==> config.mk <==
export PLATFORM = sky130hd
export DESIGN_NAME = pit_count_ctrl
export DESIGN_NICKNAME = d
export VERILOG_FILES = /design/src/rtl/pit_pkg.sv /design/src/rtl/pit_count_ctrl.sv
export SDC_FILE = /design/constraint.sdc
export NUM_CORES = 1
export LEC_CHECK = 0
export CAP_MARGIN = 30
export CELL_PAD_IN_SITES_DETAIL_PLACEMENT = 1
export CELL_PAD_IN_SITES_GLOBAL_PLACEMENT = 2
export CORE_AREA = 2 2 87 89
export CTS_BUF_LIST = sky130_fd_sc_hd__clkbuf_4 sky130_fd_sc_hd__clkbuf_8 sky130_fd_sc_hd__clkbuf_16
export DETAILED_ROUTE_END_ITERATION = 16
export DIE_AREA = 0 0 89 91
export PLACE_DENSITY = 0.89
export SLEW_MARGIN = 25
export SYNTH_ARGS = -nofsm -noshare
export SYNTH_HDL_FRONTEND = slang
export SYNTH_SLANG_ARGS = --single-unit
==> constraint.sdc <==
create_clock -name bus_clk -period 3.3 [get_ports bus_clk]
set_input_delay 0.33 -clock bus_clk [delete_from_list [all_inputs] [get_ports bus_clk]]
set_output_delay 0.33 -clock bus_clk [all_outputs]
set_load 0.02 [all_outputs]
==> src/rtl/pit_pkg.sv <==
// pit_pkg: shared state encoding and constants for the PIT channel counter control.
package pit_pkg;
    typedef enum logic [1:0] {
        ST_IDLE = 2'd0,
        ST_LOAD = 2'd1,
        ST_RUN  = 2'd2,
        ST_DONE = 2'd3
    } pit_state_e;
    localparam int unsigned PIT_COUNT_SIZE = 16;
    localparam int unsigned PIT_TERM_CNT   = 1;
endpackage

==> src/rtl/pit_count_ctrl.sv <==
// pit_count_ctrl: PIT channel main counter; modulus register, load/run/stop FSM,
// prescaler enable, terminal-count flag and interrupt in periodic or one-shot mode.
module pit_count_ctrl
    import pit_pkg::*;
#(
    parameter int unsigned COUNT_SIZE = PIT_COUNT_SIZE
) (
    input  logic                  bus_clk,
    input  logic                  sync_reset,
    input  logic                  cnt_en,
    input  logic                  one_shot,
    input  logic                  mod_wr,
    input  logic [COUNT_SIZE-1:0] mod_data,
    input  logic                  prescale_tick,
    input  logic                  flag_clr,
    input  logic                  irq_en,
    output logic                  cnt_sync_o,
    output logic [COUNT_SIZE-1:0] cnt_value,
    output logic                  rollover_o,
    output logic                  pit_flag,
    output logic                  pit_irq_o,
    output logic                  busy
);
    localparam logic [COUNT_SIZE-1:0] TERM = COUNT_SIZE'(PIT_TERM_CNT);
    localparam logic [COUNT_SIZE-1:0] ONE  = COUNT_SIZE'(1);

    pit_state_e            state_q, state_d;
    logic [COUNT_SIZE-1:0] mod_q, mod_d, cnt_q, cnt_d;
    logic                  flag_q, flag_d, ro_q, sync_q, tc;

    always_comb begin
        state_d = state_q;
        cnt_d   = cnt_q;
        mod_d   = mod_wr ? mod_data : mod_q;
        tc      = 1'b0;
        unique case (state_q)
            ST_IDLE: begin
                cnt_d   = '0;
                state_d = cnt_en ? ST_LOAD : ST_IDLE;
            end
            ST_LOAD: begin
                cnt_d   = cnt_en ? mod_q : '0;
                state_d = cnt_en ? ST_RUN : ST_IDLE;
            end
            ST_RUN: begin
                // reload reads mod_q, so a same-edge mod_wr only affects the next period
                tc = prescale_tick && (cnt_q == TERM);
                if (prescale_tick)
                    cnt_d = tc ? (one_shot ? '0 : mod_q) : cnt_q - ONE;
                if (tc && one_shot)
                    state_d = ST_DONE;
                if (!cnt_en) begin
                    state_d = ST_IDLE;
                    cnt_d   = '0;
                end
            end
            ST_DONE: begin
                cnt_d   = '0;
                state_d = cnt_en ? ST_DONE : ST_IDLE;
            end
        endcase
        flag_d = tc | (flag_q & ~flag_clr);
    end

    always_ff @(posedge bus_clk) begin
        if (sync_reset) begin
            state_q <= ST_IDLE;
            mod_q   <= '0;
            cnt_q   <= '0;
            flag_q  <= 1'b0;
            ro_q    <= 1'b0;
            sync_q  <= 1'b0;
        end else begin
            state_q <= state_d;
            mod_q   <= mod_d;
            cnt_q   <= cnt_d;
            flag_q  <= flag_d;
            ro_q    <= tc;
            sync_q  <= (state_d == ST_RUN);
        end
    end

    assign cnt_sync_o = sync_q;
    assign cnt_value  = cnt_q;
    assign rollover_o = ro_q;
    assign pit_flag   = flag_q;
    assign pit_irq_o  = flag_q & irq_en;
    assign busy       = (state_q == ST_LOAD) || (state_q == ST_RUN);
endmodule

# Yosys cells after proc, flatten, opt, wreduce, memory -nomap -nowiden
# Index checks and enable logic that the tools add are counted.
[op_classes]
addsub = 1
eq_ne = 6
n_mux = 13
bitwise_logic = 4
n_reduce_logical = 5
[ops]
columns = ["cell", "count"]
rows = [
  ["16-bit 2-to-1 mux", 5],
  ["16-bit one-hot mux with 3 select lines", 1],
  ["16-bit by 1-bit == test with 1-bit output (second input constant)", 1],
  ["16-bit by 1-bit subtractor with 16-bit output (second input constant)", 1],
  ["2-bit 2-to-1 mux", 4],
  ["2-bit one-hot mux with 4 select lines", 1],
  ["2-bit == test (second input constant)", 3],
  ["3-bit != test (second input constant)", 1],
  ["1-bit AND", 2],
  ["2-bit by 1-bit == test with 1-bit output (second input constant)", 1],
  ["1-bit logical AND", 2],
  ["2-bit logical NOT", 1],
  ["1-bit 2-to-1 mux", 2],
  ["2-bit OR reduction", 1],
  ["1-bit logical OR", 1],
  ["1-bit NOT", 1],
  ["1-bit bitwise OR", 1],
]
[totals]
ff_bits = 37
inputBits = 24
out_inout_bits = 21
word_cells = 35

# Depth between registers and ports, before layout
[depth]
depth_word = 7
depth_mapped = 8
ltp_nobuf = 6

# Worst setup path after synthesis
# Ideal clock, no wire load.
[synth_path]
path_kind = "register -> register"
from = "register cnt_q[1], in the netlist cnt_value[1]"
to = "register sync_q, in the netlist cnt_sync_o"
setup_ns = 0.144
t_arrival_ns = 1.827
required_time_ns = 3.156
slack_ns = 1.329
stages_incl_launch_ff = 7
n_path_buf = 0
period_less_slack_ns = 1.971
path_cell_list = "dfxtp_1 inv_1 ha_1 and4bb_2 and4_2 a2111oi_0 a311oi_1"
[synth_between]
elab_chain_cells = 7
[synth_rtl]
columns = ["element", "line", "rtl"]
rows = [
  ["start: declaration", "pit_count_ctrl.sv:28", "logic [COUNT_SIZE-1:0] mod_q, mod_d, cnt_q, cnt_d;"],
  ["start signal: assignment", "pit_count_ctrl.sv:76", "cnt_q <= cnt_d;"],
  ["16-bit by 1-bit == test with 1-bit output", "pit_count_ctrl.sv:47", "tc = prescale_tick && (cnt_q == TERM);"],
  ["1-bit logical AND", "pit_count_ctrl.sv:47", ""],
  ["1-bit logical AND", "pit_count_ctrl.sv:50", "if (tc && one_shot)"],
  ["2-bit 2-to-1 mux", "pit_count_ctrl.sv:50", ""],
  ["2-bit 2-to-1 mux", "pit_count_ctrl.sv:52", "if (!cnt_en) begin"],
  ["2-bit one-hot mux with 4 select lines", "pit_count_ctrl.sv:36", "unique case (state_q)"],
  ["2-bit == test", "pit_count_ctrl.sv:79", "sync_q <= (state_d == ST_RUN);"],
  ["end signal: assignment", "pit_count_ctrl.sv:79", ""],
  ["end: declaration", "pit_count_ctrl.sv:29", "logic flag_q, flag_d, ro_q, sync_q, tc;"],
]
# Every way passes these cells.
# A chain may end at the register's enable or synchronous reset.

# Final worst setup path
[layout_path]
from = "register state_q[0]"
to = "register cnt_q[13], in the netlist cnt_value[13]"
[layout_between]
elab_chain_cells = 3
elab_cells_between_ends = 7
cone_classes = "4 x eq/ne; 1 x mux; 2 x reduce/logical"
[layout_rtl]
columns = ["element", "line", "rtl"]
rows = [
  ["start: declaration", "pit_count_ctrl.sv:27", "pit_state_e state_q, state_d;"],
  ["start signal: assignment", "pit_count_ctrl.sv:74", "state_q <= state_d;"],
  ["2-bit == test or 2-bit logical NOT (tied branches)", "pit_count_ctrl.sv:36", ""],
  ["2-bit OR reduction (no line)", "-", ""],
  ["16-bit one-hot mux with 3 select lines", "pit_count_ctrl.sv:36", ""],
]
# Parallel ways exist; a longest one is shown, timed or not.

==> results.cfg <==
[critical_path]
slowest_stage = nand3b_1
cp.required_ns = 3.49
crit_buf_inv = 1
critPathLaunchType = flop
crit_fanout = 23
cpPeakStageDelay_ns = 0.67
crit_path_cell_trace = inv_1, ha_1, nand3b_1, o21ai_0, or4b_1, o311ai_1
cp-end-kind = flop
cp.arrival_ns = 2.59
crit_family = simple AND/OR/NAND/NOR gates
critPathKind = flop to flop
rrSetupSlack_ns = 0.90

[routing]
via_per_inst = 5.488
detailroute.via_count = 2206
routed_wirelength_mm = 6.984
wire_per_inst_um = 17.37
ant_nets = 0
drt_iter0_drc = 127
drcViolationCount = 0
first_pass_iters = 4

[synth]
ys_types = 55
syn_nets = 295
synth_commonest_cells = 37 x dfxtp_1, 31 x nor2_1, 23 x a21oi_1
synth-seq-area-share = 0.3347
synth_cells = 264
synthTopCellsByArea = dfxtp_1 33%, mux2i_1 8.6%, nor2_1 5.3%
synth_warnings = 0
synth_top_area_share = 0.3347
ys_ff_latch = 37
async_flop_share = 0
synth_edf_count = 0
synth_area_um2 = 2213
yosysMostFrequentCell = dfxtp_1
avgSynthCellArea_um2 = 8.384
synth_top_area_cell = dfxtp_1
synthFlopType = dfxtp_1

[place]
io_buffers = 44
placed_area_um2 = 2719
gp_congestion = 0.7878
place_hpwl_mm = 5.087

[power]
power_density_nw_per_um2 = 325.6
ir_drop_mv = 0.1806
finalPower_w = 0.0009198
p_leak_nw = 1.114

[finish]
fin_util = 0.3959
n_fill_cell = 866
ff_latch_area_um2 = 740.7
drive_gt1_frac = 0.06601
fin_area_um2 = 2825
num-nets-final = 333
area_growth_pct = 27.64
diodes = 0
multi_input_area_um2 = 1354

[hold_path]
hold_path.class = flop to flop

[die]
fp.dieW_um = 89
dieArea_um2 = 8099
io_pins = 45
die_y_um = 91
start_util = 0.3101
rows = 31
core_um2 = 7137

[clock_tree]
cts_hold_buf = 0
cts_buffers = 5
clock_path_buffers = 2
cts.root.buffer_cell = clkbuf_8
clk_pin_slew_ns = 0.07
cts_tree = done
htree_levels = 2
post_cts_buffers = 0
clock_sinks = 37
cts_resized = 0
clk_latency_ns = 0.29

[timing]
slew_violations = 0
fin_skew_ns = 0.007829
final.period_utilization = 0.7270
rsz0062_at_grt = false
fin_tns_setup_ns = 0
layout_min_cycle_time_ns = 2.399
final_hold_viol_count = 0
worst_slew_pin_slew_ns = 0.8285
relSlewSlack = 0.4460
max_freq_ghz = 0.4168
setup_viol = 0

[global_route]
antenna_found_initial = 0
grt_pass1_wl_mm = 11.29
grtUsageTotal = 0.1772
grt_max_degree = 38
first_global_vias = 2169
grt-ovfl-total = 0

[run]
drv_cap = 0

[status]
outcome = completed
## path summary, 6_finish.rpt
check | from | to | cells past startpoint
setup reg to reg | state_q[0] | cnt_value[13] | 6
setup / recovery | state_q[0] | cnt_value[13] | 6
hold reg to reg | pit_flag | pit_flag | 2
hold / removal | pit_flag | pit_flag | 2
## final cells by class
| type | instances | share of cell area |
|---|---|---|
| Multi-Input combinational cell | 200 | 0.4792 |
| Sequential cell | 37 | 0.2622 |
| Timing Repair Buffer | 48 | 0.1692 |
| Tap cell | 99 | 0.04384 |
| Clock buffer | 7 | 0.02967 |
| Inverter | 10 | 0.01329 |
| Clock inverter | 1 | 0.002657 |
## through the flow
stage | instances | worst slack, ns | hold slack (ns)
after floorplan | 264 | 1.329 | 0.4666
after global placement | 393 | 0.8675 | 0.4781
after detailed placement | 393 | 0.8469 | 0.5034
after CTS | 401 | 0.9184 | 0.5172
after global routing | 402 | 0.7077 | 0.5404
final | 402 | 0.9009 | 0.5055
## power breakdown
part	internal (W)	switching, W	total, W
clock network	0.000166	0.000161	0.000327
logic	0.0000616	0.0000565	0.000118
registers	0.000460	0.0000146	0.000475
## metal layers
| metal | wire [um] | GRT usage | vias to the layer above |
|---|---|---|---|
| li1 | - | - | 1058 |
| met1 | 3358 | 0.2546 | 1078 |
| met2 | 3165 | 0.2736 | 60 |
| met3 | 341 | 0.03182 | 10 |
| met4 | 119 | 0.04229 | 0 |
| met5 | 0 | 0 | - |
## layout by cell type, fill, tap and decap left out, types with 4 or more instances in the layout
master           synthesis  layout
ha_1                     7       7
nor3_1                   6       6
o21ai_0                 13      13
nand3_1                 10      10
a311oi_1                 4       4
and3_1                   6       6
clkdlybuf4s50_1          0      44
a21oi_1                 23      23
mux2i_1                 19      19
o32ai_1                  5       5
clkbuf_8                 0       5
inv_1                    9       9
nand2_1                 12      12
nor2_1                  31      31
xor2_1                   4       4
dfxtp_1                 37      37
a31oi_1                  7       7
## registers in the layout, summed over array words and instances, names as in the netlist
signal	flops
cnt_value	16
mod_q	16
state_q	2
cnt_sync_o	1
pit_flag	1
rollover_o	1
## kinds of logic (layout without fill, tap and decap cells)
group,count (synthesis),count (layout),share of synthesized area
multiplexers,19,19,0.08592
buffers and inverters,27,66,0.05370
AND/OR/NAND/NOR,97,97,0.2533
AO/OA/AOI/OAI,73,73,0.2171
flip-flops,37,37,0.3347
XOR/XNOR,4,4,0.01583
adder cells (fa/ha/maj),7,7,0.03957
## worst min-delay path: stages, from the launching register on
cell and delay (ns):
dfxtp_1 0.33, nand2b_1 0.07, a21oi_1 0.06
No activity file was read; power rests on OpenSTA's default activity.
